`src/rtl/task_b_pkg.sv`:
```
// Shared types and widths for the Task B timer sequencer.
package task_b_pkg;

  localparam int unsigned STAGE_W = 3;

  typedef enum logic [1:0] {
    IDLE   = 2'd0,
    RUN    = 2'd1,
    GAP    = 2'd2,
    FINISH = 2'd3
  } state_t;

endpackage

```
`src/rtl/task_b_sequencer_edge_rise.sv`:
```
// Registered rising-edge detector; a level already high out of reset counts as an edge.
module edge_rise (
  input  logic clock,
  input  logic reset_n,
  input  logic in,
  output logic pulse
);

  logic prev;

  always_ff @(posedge clock or negedge reset_n) begin
    if (!reset_n) begin
      prev  <= 1'b0;
      pulse <= 1'b0;
    end else begin
      prev  <= in;
      pulse <= in & ~prev;
    end
  end

endmodule

```
`src/rtl/task_b_sequencer.sv`:
```
// Steps the Task B timer through NUM_STAGES timed stages per start edge,
// with a one-cycle run-low gap between stages so the timer re-arms.
module task_b_sequencer
  import task_b_pkg::*;
#(
  parameter int unsigned NUM_STAGES = 4
) (
  input  logic                  clock,
  input  logic                  reset_n,
  input  logic                  btn_start,
  input  logic                  btn_abort,
  input  logic                  timer_done,
  output logic                  timer_run,
  output logic [STAGE_W-1:0]    stage,
  output logic [NUM_STAGES-1:0] led,
  output logic                  busy,
  output logic                  done_pulse
);

  localparam logic [STAGE_W-1:0] LAST_STAGE = STAGE_W'(NUM_STAGES - 1);

  state_t                  state_q;
  state_t                  state_d;
  logic [STAGE_W-1:0]      stage_d;
  logic                    run_d;
  logic                    busy_d;
  logic                    pulse_d;
  logic [NUM_STAGES-1:0]   led_d;
  logic                    start_pulse;
  logic                    abort_q;
  logic                    start_req;

  edge_rise u_start_edge (
    .clock   (clock),
    .reset_n (reset_n),
    .in      (btn_start),
    .pulse   (start_pulse)
  );

  // The start edge lags the button by one register, so an abort pressed
  // together with start must also mask the delayed edge.
  assign start_req = start_pulse & ~abort_q;

  always_ff @(posedge clock or negedge reset_n) begin
    if (!reset_n) begin
      state_q    <= IDLE;
      stage      <= '0;
      timer_run  <= 1'b0;
      busy       <= 1'b0;
      led        <= '0;
      done_pulse <= 1'b0;
      abort_q    <= 1'b0;
    end else begin
      state_q    <= state_d;
      stage      <= stage_d;
      timer_run  <= run_d;
      busy       <= busy_d;
      led        <= led_d;
      done_pulse <= pulse_d;
      abort_q    <= btn_abort;
    end
  end

  // Next state, next stage and the registered output decode.
  always_comb begin
    state_d = state_q;
    stage_d = stage;
    unique case (state_q)
      IDLE: begin
        stage_d = '0;
        if (start_req) state_d = RUN;
      end
      RUN: begin
        if (timer_done) begin
          if (stage < LAST_STAGE) begin
            state_d = GAP;
            stage_d = stage + STAGE_W'(1);
          end else begin
            state_d = FINISH;
          end
        end
      end
      GAP:    state_d = RUN;
      FINISH: begin
        state_d = IDLE;
        stage_d = '0;
      end
      default: begin
        state_d = IDLE;
        stage_d = '0;
      end
    endcase
    if (btn_abort) begin
      state_d = IDLE;
      stage_d = '0;
    end
    run_d   = (state_d == RUN);
    busy_d  = (state_d == RUN) || (state_d == GAP);
    pulse_d = (state_d == FINISH);
    led_d   = busy_d ? (NUM_STAGES'(1) << stage_d) : '0;
  end

endmodule

```
`config.mk`:
```
export PLATFORM = sky130hd
export DESIGN_NAME = task_b_sequencer
export DESIGN_NICKNAME = d
export VERILOG_FILES = /design/src/rtl/task_b_pkg.sv /design/src/rtl/task_b_sequencer_edge_rise.sv /design/src/rtl/task_b_sequencer.sv
export SDC_FILE = /design/constraint.sdc
export NUM_CORES = 1
export LEC_CHECK = 0
export CELL_PAD_IN_SITES_DETAIL_PLACEMENT = 1
export CELL_PAD_IN_SITES_GLOBAL_PLACEMENT = 2
export CORE_ASPECT_RATIO = 1.1
export CORE_MARGIN = 2
export CORE_UTILIZATION = 27
export CTS_CLUSTER_DIAMETER = 40
export DETAILED_ROUTE_END_ITERATION = 8
export PLACE_DENSITY_LB_ADDON = 0.1
export SLEW_MARGIN = 25
export SYNTH_ARGS = -nofsm -noshare
export SYNTH_HDL_FRONTEND = slang
export SYNTH_SLANG_ARGS = --single-unit
```
`constraint.sdc`:
```
create_clock -name clock -period 1.4 [get_ports clock]
set_input_delay 0.14 -clock clock [delete_from_list [all_inputs] [get_ports clock]]
set_output_delay 0.14 -clock clock [all_outputs]
set_load 0.02 [all_outputs]
```
==> impl_metrics.tcl, run 1 <==
set metrics [dict create \
    slew_headroom 0.775 \
    cp_data_arrival_time_ps 1660 \
    h-tree-depth 1 \
    drv_cap 0 \
    synth_cell_type_count 22 \
    status "finished, violations left" \
    top_layer_used "met3" \
    wl_met2_um 799 \
    maxSlewViolCount 0 \
    crit_type "flip-flop to flip-flop" \
    io_pins 15 \
    worst_slack_ps -37.7 \
    wl_per_cell_um 13.3 \
    clock_sinks 15 \
    reg.largest.list "led x4, stage x3, state_q x2" \
    top_register "led" \
    ff2ff_setup_slack_ps -40 \
    crit_fanout 4 \
    dr_wl_met3_um 35 \
    place_congestion 0.679 \
    die_y_um 54.6 \
    synth-seq-cells 15 \
    period_share 1.03 \
    wl_met1_um 618 \
    fin_hold_ws_ps 180 \
    grt_pass1_wl_um 2420 \
    post_synth_instance_area_um2 628 \
    diodes 0 \
    num_vias 472 \
    p_total_uw 792 \
    drtAntennaViolNets 0 \
    syn2layout_area_growth_pct 58.8 \
    r2r_cells 6 \
    die_w_um 50.0 \
    synth_top_area_share 0.598 \
    p_per_area_nw_per_um2 794 \
    cts_buffers 3 \
    synthesis.nets 57 \
    drt-pass1-iter-count 2 \
    die_area_um2 2730 \
    cts_tree "done" \
    synth-seq-area-share 0.598 \
    synth_warnings 0 \
    rsz0062_at_grt "yes" \
    cts_setup_buffers 0 \
    antenna_found_initial 0 \
    root_buffer "clkbuf_4" \
    drive_gt1_frac 0.392 \
    multi_input_area_um2 312 \
    portBuffers 14 \
    grt_max_degree 16 \
    clock_path_buffers 2 \
    start_kind "flip-flop" \
    synthTopCellsByArea "dfrtp_1 60%, ha_1 6.0%, nor2b_1 4.0%, nand2_1 3.0%, and3b_1 2.8%" \
    hp-class "primary input to async pin" \
    drt_iter0_drc 2 \
    setup_viol 3 \
    core_area_um2 2230 \
    clkTransAtPathRegs_ps 90 \
    grt_pass1_vias 531 \
    viasPerCell 4.33 \
    regArea_um2 379 \
    tightest_slew_ps 337 \
    grt_usage 0.122 \
    dp_hpwl_um 1110 \
    min_period_ps 1440 \
    peakVddDrop_mv 0.607 \
    num-nets-final 88 \
    netlist_instances 49 \
    rows 18 \
    failed_checks "setup timing" \
    required_ps 1620 \
    end_kind "flip-flop" \
    drc 0 \
    start_util 0.282 \
    largest_register_ffs 4 \
    grt-ovfl-total 0 \
    fin_skew_ps 3.54 \
    clock_latency_ps 280 \
    final_util 0.447 \
    max_freq_mhz 696 \
    final-hold-violation-count 0 \
    avgSynthCellArea_um2 12.8 \
    p_leak_nw 0.522 \
    synth_largest_area_cell "dfrtp_1" \
    routed_wirelength_um 1450 \
    fillers 244 \
]
==> critical path, stage by stage (launching register included) <==
cell and delay (ps):
dfrtp_1 400, and2b_4 290, nand2_4 60, a21oi_4 150, ha_4 240, nor2_4 90, and3b_1 160
==> layout by cell type (no fill, tap or decap), types with 2 or more instances in the layout <==
master,count
nor2b_1,3
dlygate4sd2_1,3
dlymetal6s2s_1,2
clkbuf_4,3
dfrtp_2,3
buf_4,12
nand2_1,4
clkdlybuf4s50_1,9
inv_1,3
and3b_1,2
dfrtp_1,12
ha_1,2
==> what timing repair did <==
action                     in CTS  in global routing
hold buffers                    0                  0
resized for setup              11                  3
setup endpoints to repair       7                  6
pin swaps                       0                  0
==> power breakdown <==
group / total (mW) / switching, mW / internal (mW)
clock network: 0.244 / 0.134 / 0.110
logic: 0.0987 / 0.0476 / 0.0510
registers: 0.449 / 0.00458 / 0.445
==> cells in the mapped netlist <==
library cell and instances:
o311ai_1 1, and2b_2 1, nor2b_1 4, o211ai_1 1
xor2_1 1, inv_1 3, and2_1 1, nand4bb_1 1
ha_1 3, and4bb_4 1, nand2_1 5, and3_1 1
nand3_1 1, nor4_1 1, a31oi_2 1, a32o_2 1
and3b_1 2, dfrtp_1 15, a21oi_1 2, o21bai_1 1
and2b_4 1, nor2_2 1
==> worst paths after layout <==
kind | from | to
worst max-delay path | state_q[1] | led[1]
worst min-delay path | reset_n | led[1]
worst max register to register | state_q[1] | led[1]
worst min register to register | u_start_edge.prev | u_start_edge.pulse
max in group asynchronous | reset_n | stage[0]
min in group clock | btn_start | u_start_edge.prev
==> cells by family (layout without fill, tap and decap cells) <==
family,count (synthesis),count (layout),share of synthesized area
xor+xnor,1,1,0.0139
flops,15,15,0.598
fa+ha+maj,3,3,0.0598
simple gates,20,20,0.219
compound gates,7,7,0.0916
buf+inv,3,33,0.0179
==> final cells by class <==
type	instances	area share
Inverter	3	0.0113
Sequential cell	15	0.380
Clock buffer	4	0.0263
Tap cell	30	0.0376
Timing Repair Buffer	26	0.232
Multi-Input combinational cell	31	0.312
==> stage by stage <==
step	setup WS (ps)	cells	area (um2)	setup TNS, ps
final	-37.7	109	997	-99.6
after global routing	-111	109	997	-395
after CTS	-52.1	109	987	-167
after detailed placement	-396	105	908	-1480
after global placement	-374	105	908	-1430
after floorplan	-28.6	49	641	-73.0
==> per-layer routing <==
| layer | up-vias | global-route usage |
|---|---|---|
| li1 | 233 | - |
| met5 | - | 0 |
| met4 | 0 | 0.0556 |
| met1 | 235 | 0.146 |
| met2 | 4 | 0.211 |
| met3 | 0 | 0.0273 |
No activity file was read; power rests on OpenSTA's default activity.
==> inputs of run 2 (changes only) <==
CAP_MARGIN = 10   (was default)
SLEW_MARGIN = default   (was 25)
==> results of run 2 <==
Final layout, timing and power as in run 1 (identical DEF).
==> inputs of run 3 (changes only) <==
CORE_ASPECT_RATIO = 1.4   (was 1.1)
CORE_UTILIZATION = 32   (was 27)
clock period = 1.82 ns   (was 1.4 ns; I/O delays follow)
==> run 3 against run 2 <==
  * The flow now finishes without violations
  * Critical path depth unchanged
  * Combinational power down 40%
  * Wire length down 8.1%
  * Sequential power down 23%
  * Total power down 25%
  * Sequential share of layout area up 5.7 points
  * Largest cell class unchanged
  * Highest routed layer is now met4
==> impl_metrics.tcl, run 3 (same netlist as run 1, synthesis figures left out) <==
set metrics [dict create \
    num_vias 457 \
    dp_cells 89 \
    cts_tree "done" \
    clock_sinks 15 \
    cts_setup_buffers 0 \
    dp_hpwl_um 1080 \
    start_kind "flip-flop" \
    fillers 229 \
    drc 0 \
    viasPerCell 4.91 \
    multi_input_area_um2 241 \
    period_share 0.914 \
    wl_per_cell_um 14.4 \
    clock_latency_ps 280 \
    io_pins 15 \
    die_w_um 41.4 \
    reg.largest.list "led x4, stage x3, state_q x2" \
    routed_wirelength_um 1340 \
    clkTransAtPathRegs_ps 90 \
    largest_register_ffs 4 \
    start_util 0.330 \
    top_register "led" \
    die_y_um 56.4 \
    min_period_ps 1660 \
    clock_path_buffers 2 \
    tns_ps 0 \
    diodes 0 \
    cp_data_arrival_time_ps 1890 \
    grt_max_degree 16 \
    hold_buffers 0 \
    drive_gt1_frac 0.208 \
    setup_viol 0 \
    core_area_um2 1900 \
    place_congestion 0.764 \
    postPlaceCellArea_um2 832 \
    stdcell_count 93 \
    p_per_area_nw_per_um2 689 \
    crit_fanout 5 \
    die_area_um2 2340 \
    portBuffers 14 \
    grt_pass1_vias 479 \
    rsz0062_at_grt "no" \
    regArea_um2 375 \
    grt-ovfl-total 0 \
    slew_headroom 0.555 \
    max_freq_mhz 601 \
    syn2layout_area_growth_pct 36.9 \
    ff2ff_setup_slack_ps 160 \
    h-tree-depth 1 \
    drv_cap 0 \
    end_kind "flip-flop" \
    post_cts_resized 0 \
    mostFrequentLayoutCell "dfrtp_1" \
    status "complete, no violations" \
    drt_iter0_drc 4 \
    fin_skew_ps 1.16 \
    antenna_found_initial 0 \
    drtAntennaViolNets 0 \
    final_cell_mix "15 x dfrtp_1, 14 x clkdlybuf4s50_1, 5 x nand2_1, 5 x buf_4, 4 x nor2b_1" \
    maxSlewViolCount 0 \
    final_util 0.452 \
    crit_type "flip-flop to flip-flop" \
    grt_pass1_wl_um 2260 \
    num-nets-final 81 \
    final-hold-violation-count 0 \
    root_buffer "clkbuf_4" \
    required_ps 2040 \
    drt-pass1-iter-count 4 \
    rows 19 \
    grt_usage 0.131 \
    cts_buffers 3 \
    peakVddDrop_mv 0.492 \
    p_leak_nw 0.423 \
    final_area_um2 860 \
    hp-class "primary input to async pin" \
    tightest_slew_ps 666 \
]
[run 3: cell types whose count changed in the layout (fill, tap and decap cells not counted), moves of 2 or more]
cell / before / now
buf_4: 12 / 5
clkdlybuf4s50_1: 9 / 14
dfrtp_1: 12 / 15
dfrtp_2: 3 / 0
dlygate4sd2_1: 3 / 0
dlymetal6s2s_1: 2 / 0
[run 3: worst paths after layout]
path | from | depth (start not counted) | to
min | reset_n | 1 | led[1]
min reg2reg | u_start_edge.prev | 1 | u_start_edge.pulse
max in group asynchronous | reset_n | 1 | done_pulse
min in group clock | btn_start | 1 | u_start_edge.prev
max | state_q[1] | 6 | led[1]
max reg2reg | state_q[1] | 6 | led[1]
[run 3: metal layers]
metal / routed length, um / track usage / vias to the layer above / share of wire
li1: - / - / 218 / -
met1: 554 / 0.165 / 227 / 0.41
met2: 725 / 0.217 / 10 / 0.54
met3: 37 / 0.0129 / 2 / 0.028
met4: 19 / 0.0691 / 0 / 0.014
met5: 0 / 0 / - / 0
[run 3: metrics by stage]
stage	hold WS [ps]	power, mW	setup slack [ps]
floorplan	-114	0.375	254
global placement	386	0.414	74.1
detailed placement	393	0.415	37.1
CTS	309	0.601	133
global route	329	0.626	40.1
finish	302	0.592	157
[run 3: area by class of cell]
type / count / area share
clock inverters: 1 / 0.00582
inverters: 3 / 0.0131
flip-flops and latches: 15 / 0.437
well taps: 21 / 0.0306
multi-input cells: 31 / 0.281
repair buffers: 19 / 0.207
clock buffers: 3 / 0.0262
[run 3: critical path, cell delays in order (launching register included)]
cell and delay, ps:
dfrtp_1 430, and2b_4 290, nand2_1 50, a21oi_1 200, ha_1 300, nor2_2 150, and3b_1 180
[run 3: report_power, final]
part | leakage [nW] | switching, mW | internal (mW)
Clock | 0.0177 | 0.104 | 0.0816
Combinational | 0.203 | 0.0287 | 0.0308
Sequential | 0.202 | 0.00505 | 0.342
